**src/rtl/gates_reduce_seq_if.sv**
```systemverilog
// Stream bundle for gates_reduce_seq: word input, frame-result output and status.
// Optional ones_words field is present when GATES_REDUCE_SEQ_ONES_CNT_EN is defined.
interface gates_reduce_seq_if #(
  parameter int WIDTH = 100,
  parameter int LEN_W = 8
);
  logic             start;
  logic [LEN_W-1:0] len;
  logic [WIDTH-1:0] in_;
  logic             in_valid;
  logic             in_ready;
  logic             out_and;
  logic             out_or;
  logic             out_xor;
  logic             out_valid;
  logic             out_ready;
  logic             busy;
`ifdef GATES_REDUCE_SEQ_ONES_CNT_EN
  logic [LEN_W-1:0] ones_words;

  modport master (
    output start, len, in_, in_valid, out_ready,
    input  in_ready, out_and, out_or, out_xor, out_valid, busy, ones_words
  );
  modport slave (
    input  start, len, in_, in_valid, out_ready,
    output in_ready, out_and, out_or, out_xor, out_valid, busy, ones_words
  );
`else
  modport master (
    output start, len, in_, in_valid, out_ready,
    input  in_ready, out_and, out_or, out_xor, out_valid, busy
  );
  modport slave (
    input  start, len, in_, in_valid, out_ready,
    output in_ready, out_and, out_or, out_xor, out_valid, busy
  );
`endif
endinterface

```
**src/rtl/gates_reduce_seq.sv**
```systemverilog
// Frame sequencer folding LEN words into AND/OR/XOR reductions, one frame in flight.
// Optional all-ones word counter enabled by GATES_REDUCE_SEQ_ONES_CNT_EN.
module gates_reduce_seq #(
  parameter int WIDTH = 100,
  parameter int LEN_W = 8
) (
  input logic               clk,
  input logic               rst,
  gates_reduce_seq_if.slave bus
);

  typedef enum logic [1:0] {
    ST_IDLE  = 2'd0,
    ST_ACCUM = 2'd1,
    ST_DONE  = 2'd2
  } state_t;

  localparam logic [LEN_W-1:0] LEN_ONE = LEN_W'(1);

  function automatic logic f_all_ones(input logic [WIDTH-1:0] d);
    return &d;
  endfunction

  function automatic logic f_parity(input logic [WIDTH-1:0] d);
    return ^d;
  endfunction

  state_t           r_state;
  logic [LEN_W-1:0] r_rem;
  logic             r_and;
  logic             r_or;
  logic             r_xor;
  logic             r_in_ready;
  logic             r_out_valid;
  logic             r_busy;
`ifdef GATES_REDUCE_SEQ_ONES_CNT_EN
  logic [LEN_W-1:0] r_ones_words;
`endif

  logic w_accept;
  logic w_word_ones;
  logic w_word_any;
  logic w_word_par;

  assign w_accept    = bus.in_valid & r_in_ready;
  assign w_word_ones = f_all_ones(bus.in_);
  assign w_word_any  = |bus.in_;
  assign w_word_par  = f_parity(bus.in_);

  // Sequencer state, accumulators and registered handshake outputs
  always_ff @(posedge clk) begin
    if (rst) begin
      r_state     <= ST_IDLE;
      r_rem       <= '0;
      r_and       <= 1'b1;
      r_or        <= 1'b0;
      r_xor       <= 1'b0;
      r_in_ready  <= 1'b0;
      r_out_valid <= 1'b0;
      r_busy      <= 1'b0;
`ifdef GATES_REDUCE_SEQ_ONES_CNT_EN
      r_ones_words <= '0;
`endif
    end else begin
      case (r_state)
        ST_IDLE: begin
          if (bus.start) begin
            r_rem  <= bus.len;
            r_and  <= 1'b1;
            r_or   <= 1'b0;
            r_xor  <= 1'b0;
            r_busy <= 1'b1;
`ifdef GATES_REDUCE_SEQ_ONES_CNT_EN
            r_ones_words <= '0;
`endif
            if (bus.len != '0) begin
              r_state    <= ST_ACCUM;
              r_in_ready <= 1'b1;
            end else begin
              // Empty frame reports identity results straight away
              r_state     <= ST_DONE;
              r_out_valid <= 1'b1;
            end
          end
        end
        ST_ACCUM: begin
          if (w_accept) begin
            r_and <= r_and & w_word_ones;
            r_or  <= r_or | w_word_any;
            r_xor <= r_xor ^ w_word_par;
            r_rem <= r_rem - LEN_ONE;
`ifdef GATES_REDUCE_SEQ_ONES_CNT_EN
            if (w_word_ones) begin
              r_ones_words <= r_ones_words + LEN_ONE;
            end
`endif
            if (r_rem == LEN_ONE) begin
              r_state     <= ST_DONE;
              r_in_ready  <= 1'b0;
              r_out_valid <= 1'b1;
            end
          end
        end
        ST_DONE: begin
          if (bus.out_ready) begin
            r_state     <= ST_IDLE;
            r_out_valid <= 1'b0;
            r_busy      <= 1'b0;
          end
        end
        default: begin
          r_state     <= ST_IDLE;
          r_in_ready  <= 1'b0;
          r_out_valid <= 1'b0;
          r_busy      <= 1'b0;
        end
      endcase
    end
  end

  assign bus.in_ready  = r_in_ready;
  assign bus.out_valid = r_out_valid;
  assign bus.busy      = r_busy;
  assign bus.out_and   = r_and;
  assign bus.out_or    = r_or;
  assign bus.out_xor   = r_xor;
`ifdef GATES_REDUCE_SEQ_ONES_CNT_EN
  assign bus.ones_words = r_ones_words;
`endif

endmodule
```
**src/flat_wrapper.sv**
```systemverilog
// flat-port wrapper written by rule: the top's interface ports become plain ports
module gates_reduce_seq_flat 
#(
  parameter int WIDTH = 100,
  parameter int LEN_W = 8
)
  (clk, rst, bus_start, bus_len, bus_in_, bus_in_valid, bus_out_ready, bus_in_ready, bus_out_and, bus_out_or, bus_out_xor, bus_out_valid, bus_busy);
  gates_reduce_seq_if #(.WIDTH(WIDTH), .LEN_W(LEN_W)) bus_i ();
  input logic clk;
  input logic rst;
  input wire logic [$bits(bus_i.start)-1:0] bus_start;
  input wire logic [$bits(bus_i.len)-1:0] bus_len;
  input wire logic [$bits(bus_i.in_)-1:0] bus_in_;
  input wire logic [$bits(bus_i.in_valid)-1:0] bus_in_valid;
  input wire logic [$bits(bus_i.out_ready)-1:0] bus_out_ready;
  output wire logic [$bits(bus_i.in_ready)-1:0] bus_in_ready;
  output wire logic [$bits(bus_i.out_and)-1:0] bus_out_and;
  output wire logic [$bits(bus_i.out_or)-1:0] bus_out_or;
  output wire logic [$bits(bus_i.out_xor)-1:0] bus_out_xor;
  output wire logic [$bits(bus_i.out_valid)-1:0] bus_out_valid;
  output wire logic [$bits(bus_i.busy)-1:0] bus_busy;
  assign bus_i.start = bus_start;
  assign bus_i.len = bus_len;
  assign bus_i.in_ = bus_in_;
  assign bus_i.in_valid = bus_in_valid;
  assign bus_i.out_ready = bus_out_ready;
  assign bus_in_ready = bus_i.in_ready;
  assign bus_out_and = bus_i.out_and;
  assign bus_out_or = bus_i.out_or;
  assign bus_out_xor = bus_i.out_xor;
  assign bus_out_valid = bus_i.out_valid;
  assign bus_busy = bus_i.busy;
  gates_reduce_seq #(.WIDTH(WIDTH), .LEN_W(LEN_W)) u_core (.clk(clk), .rst(rst), .bus(bus_i));
endmodule
```
**config.mk**
```make
export PLATFORM = sky130hd
export DESIGN_NAME = gates_reduce_seq_flat
export DESIGN_NICKNAME = d
export VERILOG_FILES = /design/src/rtl/gates_reduce_seq_if.sv /design/src/rtl/gates_reduce_seq.sv /design/src/flat_wrapper.sv
export SDC_FILE = /design/constraint.sdc
export NUM_CORES = 1
export LEC_CHECK = 0
export ABC_CLOCK_PERIOD_IN_PS = 2350
export BUFFER_PORTS_ARGS = -buffer_cell sky130_fd_sc_hd__buf_2
export CAP_MARGIN = 20
export CELL_PAD_IN_SITES_DETAIL_PLACEMENT = 1
export CELL_PAD_IN_SITES_GLOBAL_PLACEMENT = 1
export CORE_ASPECT_RATIO = 1.75
export CORE_MARGIN = 2
export CORE_UTILIZATION = 37
export CTS_BUF_LIST = sky130_fd_sc_hd__clkbuf_4
export DETAILED_ROUTE_END_ITERATION = 8
export HOLD_SLACK_MARGIN = 0.1
export PLACE_DENSITY_LB_ADDON = 0.1
export SYNTH_ARGS = -nofsm -noshare
export SYNTH_HDL_FRONTEND = slang
export SYNTH_SLANG_ARGS = --single-unit
```
**constraint.sdc**
```tcl
create_clock -name clk -period 2.35 [get_ports clk]
set_clock_uncertainty 0.15 [all_clocks]
set_input_delay 0.1175 -clock clk [delete_from_list [all_inputs] [get_ports clk]]
set_output_delay 0.1175 -clock clk [all_outputs]
set_load 0.02 [all_outputs]
```
=== After elaboration in Yosys (flattened, before gate mapping) ===
Cells that the tools add are included.

* Flip-flop bits (word level): 16
* Word-level logic and storage cells: 64
* Bits of input ports: 113
* Output and inout bits: 6

* Eq/ne operators: 9
* Multiplexer cells: 29
* $add $sub $neg: 1
* Reduce and logical (&&, ||, !) cells: 11
* Bitwise logic cells: 6

{| class="wikitable"
|+ Operator list
! cell !! number
|-
| AND reduction 100 bit || 1
|-
| OR reduction 100 bit || 1
|-
| parity 100 bit || 1
|-
| two-way mux 8 bit || 2
|-
| one-hot mux 8 bit (2 select lines) || 1
|-
| two-way mux 1 bit || 14
|-
| two-way mux 2 bit || 5
|-
| AND reduction 5 bit || 2
|-
| one-hot mux 1 bit (3 select lines) || 3
|-
| equality test 8 x 1 -> 1 bit (second input constant) || 1
|-
| nonzero test 8 bit || 1
|-
| subtractor 8 x 1 -> 8 bit (second input constant) || 1
|-
| inequality test 2 x 1 -> 1 bit (second input constant) || 3
|-
| inequality test 2 bit (second input constant) || 3
|-
| one-hot mux 1 bit (2 select lines) || 3
|-
| one-hot mux 2 bit (3 select lines) || 1
|-
| AND reduction 3 bit || 2
|-
| AND reduction 4 bit || 1
|-
| AND 1 bit || 2
|-
| equality test 2 x 1 -> 1 bit (second input constant) || 1
|-
| equality test 2 bit (second input constant) || 1
|-
| zero test 2 bit || 1
|-
| inverter 1 bit || 2
|-
| nonzero test 2 bit || 1
|-
| other kinds (2) || 2
|}

=== Depth between registers and ports, before layout ===
* Depth in word-level cells: 4
* Depth in mapped cells: 9
* Gate-level depth less buffers: 9

=== Worst setup path before layout ===
OpenSTA, ideal clock, no wires.

* Kind: input to register
* Start: in bus_in_[42]
* End: reg u_core.r_xor, in the netlist u_core.bus.out_xor
* Path buffers: 0
* Library setup time: 0.118 ns
* Stages: 9
* Setup slack: 0.419 ns
* Data arrival time: 1.663 ns
* Data required time: 2.082 ns
* Cell sequence: inv_1 > ha_1 > xor2_1 > xnor2_1 > xnor2_2 > xnor3_1 > xnor3_1 > nand2_1 > mux2i_1

* Longest elaborated chain between the ends: 4

{| class="wikitable"
|+ RTL lines
! item !! line !! RTL
|-
| start: declaration || flat_wrapper.sv:13 || <nowiki>input wire logic [$bits(bus_i.in_)-1:0] bus_in_;</nowiki>
|-
| parity 100 bit || gates_reduce_seq.sv:25 || <nowiki>return ^d;</nowiki>
|-
| XOR 1 bit || gates_reduce_seq.sv:90 || <nowiki>r_xor <= r_xor ^ w_word_par;</nowiki>
|-
| two-way mux 1 bit || gates_reduce_seq.sv:87 || <nowiki>if (w_accept) begin</nowiki>
|-
| one-hot mux 1 bit (2 select lines) || gates_reduce_seq.sv:65 || <nowiki>case (r_state)</nowiki>
|-
| end signal: assignment || gates_reduce_seq.sv:90 ||
|-
| end: declaration || gates_reduce_seq.sv:32 || <nowiki>logic r_xor;</nowiki>
|}

Every way passes these cells. The select of a mux whose other input is x is not followed.
A chain may end at the register's enable or synchronous reset.

=== Final worst setup path ===
* Start: in bus_in_[18]
* End: reg u_core.r_xor, in the netlist u_core.bus.out_xor

The elaborated chain is that of the path after synthesis.

==> metrics <==
Initial DRT Pass Iterations 4; Synth Area in Simple Gates 12.9%; Final Cycle Share 81.3%; min Tclk post-route roughly 1.9 ns; kind of critical path input pin to register; Syn Area/Cell 7.91 sq um; CTS Sinks 16; unique cell type count in the Yosys netlist 29; CTS tree done; Post-synth EDFFs 0; setup bufs post-CTS 0; internal power around 0.96 mW; Switching Share around two fifths; mux share of post-synthesis cell area 0.321%; clk_lat worst skew 0.31 ns; status finished, final reports clean; diodes inserted 0; DRC violations left 0; Static Leak roughly 2.3 nW; Root Buffer clkbuf_4; Final Max Slew Viols 0; setup TNS 0 ns; Synth async-reset ratio 0%; number of I/O pins 119; worst min path class input pin to register; initial drt markers 40; H-tree Lvls 1; VDD IR max 334 uV; mapped cell area 3120 sq um; Vias around 3000; Worst slew margin between 60% and 70%; Post-Synthesis Cells 394; Seq/Total Area, Yosys 10.3%; layout cells sized above 1 about a quarter; vias in the first global route 3276; xor/xnor share of the synthesized area 14.3%; Final Hold Viols 0; Post-synth top flop dfxtp_1; Max Freq 523 MHz; slew of the pin with the lowest slew margin 0.534 ns; cell taking the most area after synthesis ha_1; Die ar. 9200 sq um; Starting Density roughly 38%; core box area 8260 sq um; net switching power figure 0.600 mW; Ys Warns 0; Comb pwr share 68.8%; Vias/cell 4.87; die width about 73 microns; IO buf count 118; setup violators final 0; Die H 125 microns; first-pass GRT wire length about 14000 microns; largest family of logic cells by synthesized area adder cells; DRT Wirelength between 8000 and 9000 microns; Max FO, Critical Path 2; Flop pwr share 20.5%; CTS Buffer Depth 2; commonest cells in the netlist 109 x inv_1, 102 x ha_1, 41 x xnor2_1; GPL Wtd Cong 0.791; pin count of the biggest net entering global routing 18; syn nets roughly 600; Global Route Usage Sum about a fifth; area grow syn2layout 26.5%; Max Cap Viol 0; Placed Cells 601; Compound-Gate Fraction of Synth Area 7.55%; mean routed wirelength per cell 14.3 microns; Clock transition at path regs about 0.10 ns; Synth area leaders ha_1 41%, inv_1 13%, xnor2_1 12%; initial antenna violation count 0; P per Cell Area roughly 400 nW/um^2; Post-Layout Cell Count 615; #FFs+latches synth 16; unrepaired setup endpoints after global routing no; clock network fraction of total power between 10% and 20%; share of the synthesized area in the top cell type 41.0%; Req. time, crit path 2.45 ns; TritonCTS Buffers 3; crit end category register; DRT antenna net count 0; Tot Pwr approximately 1.6 mW; Post-Synth Adder-Cell Area 41.0%; post_cts resized 0; worst path arrival time approximately 2 ns; NumNets Final 739; Setup crit start kind input pin; placed wire-length estimate between 8000 and 9000 microns; Min Hold Slack 0.104 ns; row count 44; count leader, synth inv_1; global route overflow 0
sequential cells by signal, summed over array words and instances, names as in the netlist:
signal	flops
u_core.r_rem	8
u_core.r_state	2
u_core.bus.out_valid	1
u_core.bus.busy	1
u_core.bus.out_or	1
u_core.bus.in_ready	1
u_core.bus.out_xor	1
u_core.bus.out_and	1
worst paths after layout:
path | depth (start not counted) | slack, ns | to | from
worst max-delay path | 10 | 0.44 | u_core.bus.out_xor | bus_in_[18]
worst min-delay path | 5 | 0.10 | u_core.bus.busy | bus_start
worst max register to register | 5 | 0.46 | u_core.bus.in_ready | u_core.r_rem[2]
worst min register to register | 2 | 0.31 | u_core.bus.out_valid | u_core.bus.out_valid
critical path, stage by stage:
cell     delay (ns)
buf_2          0.09
inv_1          0.04
ha_1           0.30
xnor2_1        0.14
xnor2_1        0.34
xnor2_2        0.16
xnor3_1        0.35
xnor3_1        0.19
nand2_1        0.09
mux2i_1        0.18
final cells by class:
cell class                      count  area, sq um
Tap cell                           92          115
Clock buffer                        3         22.5
Multi-Input combinational cell    265         2370
Inverter                          109          409
Fill cell                        1061         4320
Sequential cell                    16          320
Timing Repair Buffer              129          698
Clock inverter                      1         3.75
repair_timing:
action	CTS	global route
endpoints found under the setup margin	0	0
hold buffers	10	0
hold endpoints to repair	14	0
power by group through the flow:
stage,combinational [mW],clock (mW),sequential [mW]
after floorplan,0.775,0,0.331
after global placement,1.05,0,0.325
after detailed placement,1.08,0,0.326
after CTS,1.10,0.172,0.320
after global routing,1.20,0.182,0.324
final,1.07,0.166,0.320
cells by family after synthesis:
logic type	after synthesis
AOI/OAI and AO/OA	36
xor gates and xnor gates	47
adders and majority gates	102
buffers and inverters	113
DFF	16
muxes	1
and+or+nand+nor	79
metal layers:
layer / share of wire (%) / global-route usage, %
met5: 0 / 0
met4: 1.4 / 4.60
met3: 4.1 / 2.18
met2: 64 / 44.4
met1: 30 / 16.6
per-stage QoR:
step           worst slack, ns  area, sq um  util [%]
2_1_floorplan            0.419         3120         -
3_3_place_gp             0.128         3810      46.2
3_5_place_dp            0.0867         3810      46.2
4_1_cts                  0.415         3940      47.7
5_1_grt                  0.314         3940      47.7
6_report                 0.439         3940      47.7
cells in the final DEF (no fill, tap or decap), drive strengths merged:
cell         instances
dfxtp               16
xor2                 3
nand2               16
or3                  3
a22oi                4
a21oi               10
a221oi               3
xnor3                2
o21ai               10
nor2                15
nand3                4
dlygate4sd3         10
a211oi               3
clkinv               1
o22a                 1
nand4               25
ha                 102
mux2i                1
nand2b               1
clkbuf               3
buf                119
o22ai                2
xnor2               42
inv                109
or4                  1
a31oi                1
nor4                 6
a22o                 2
nor3                 8
No activity file was read; power rests on OpenSTA's default activity.
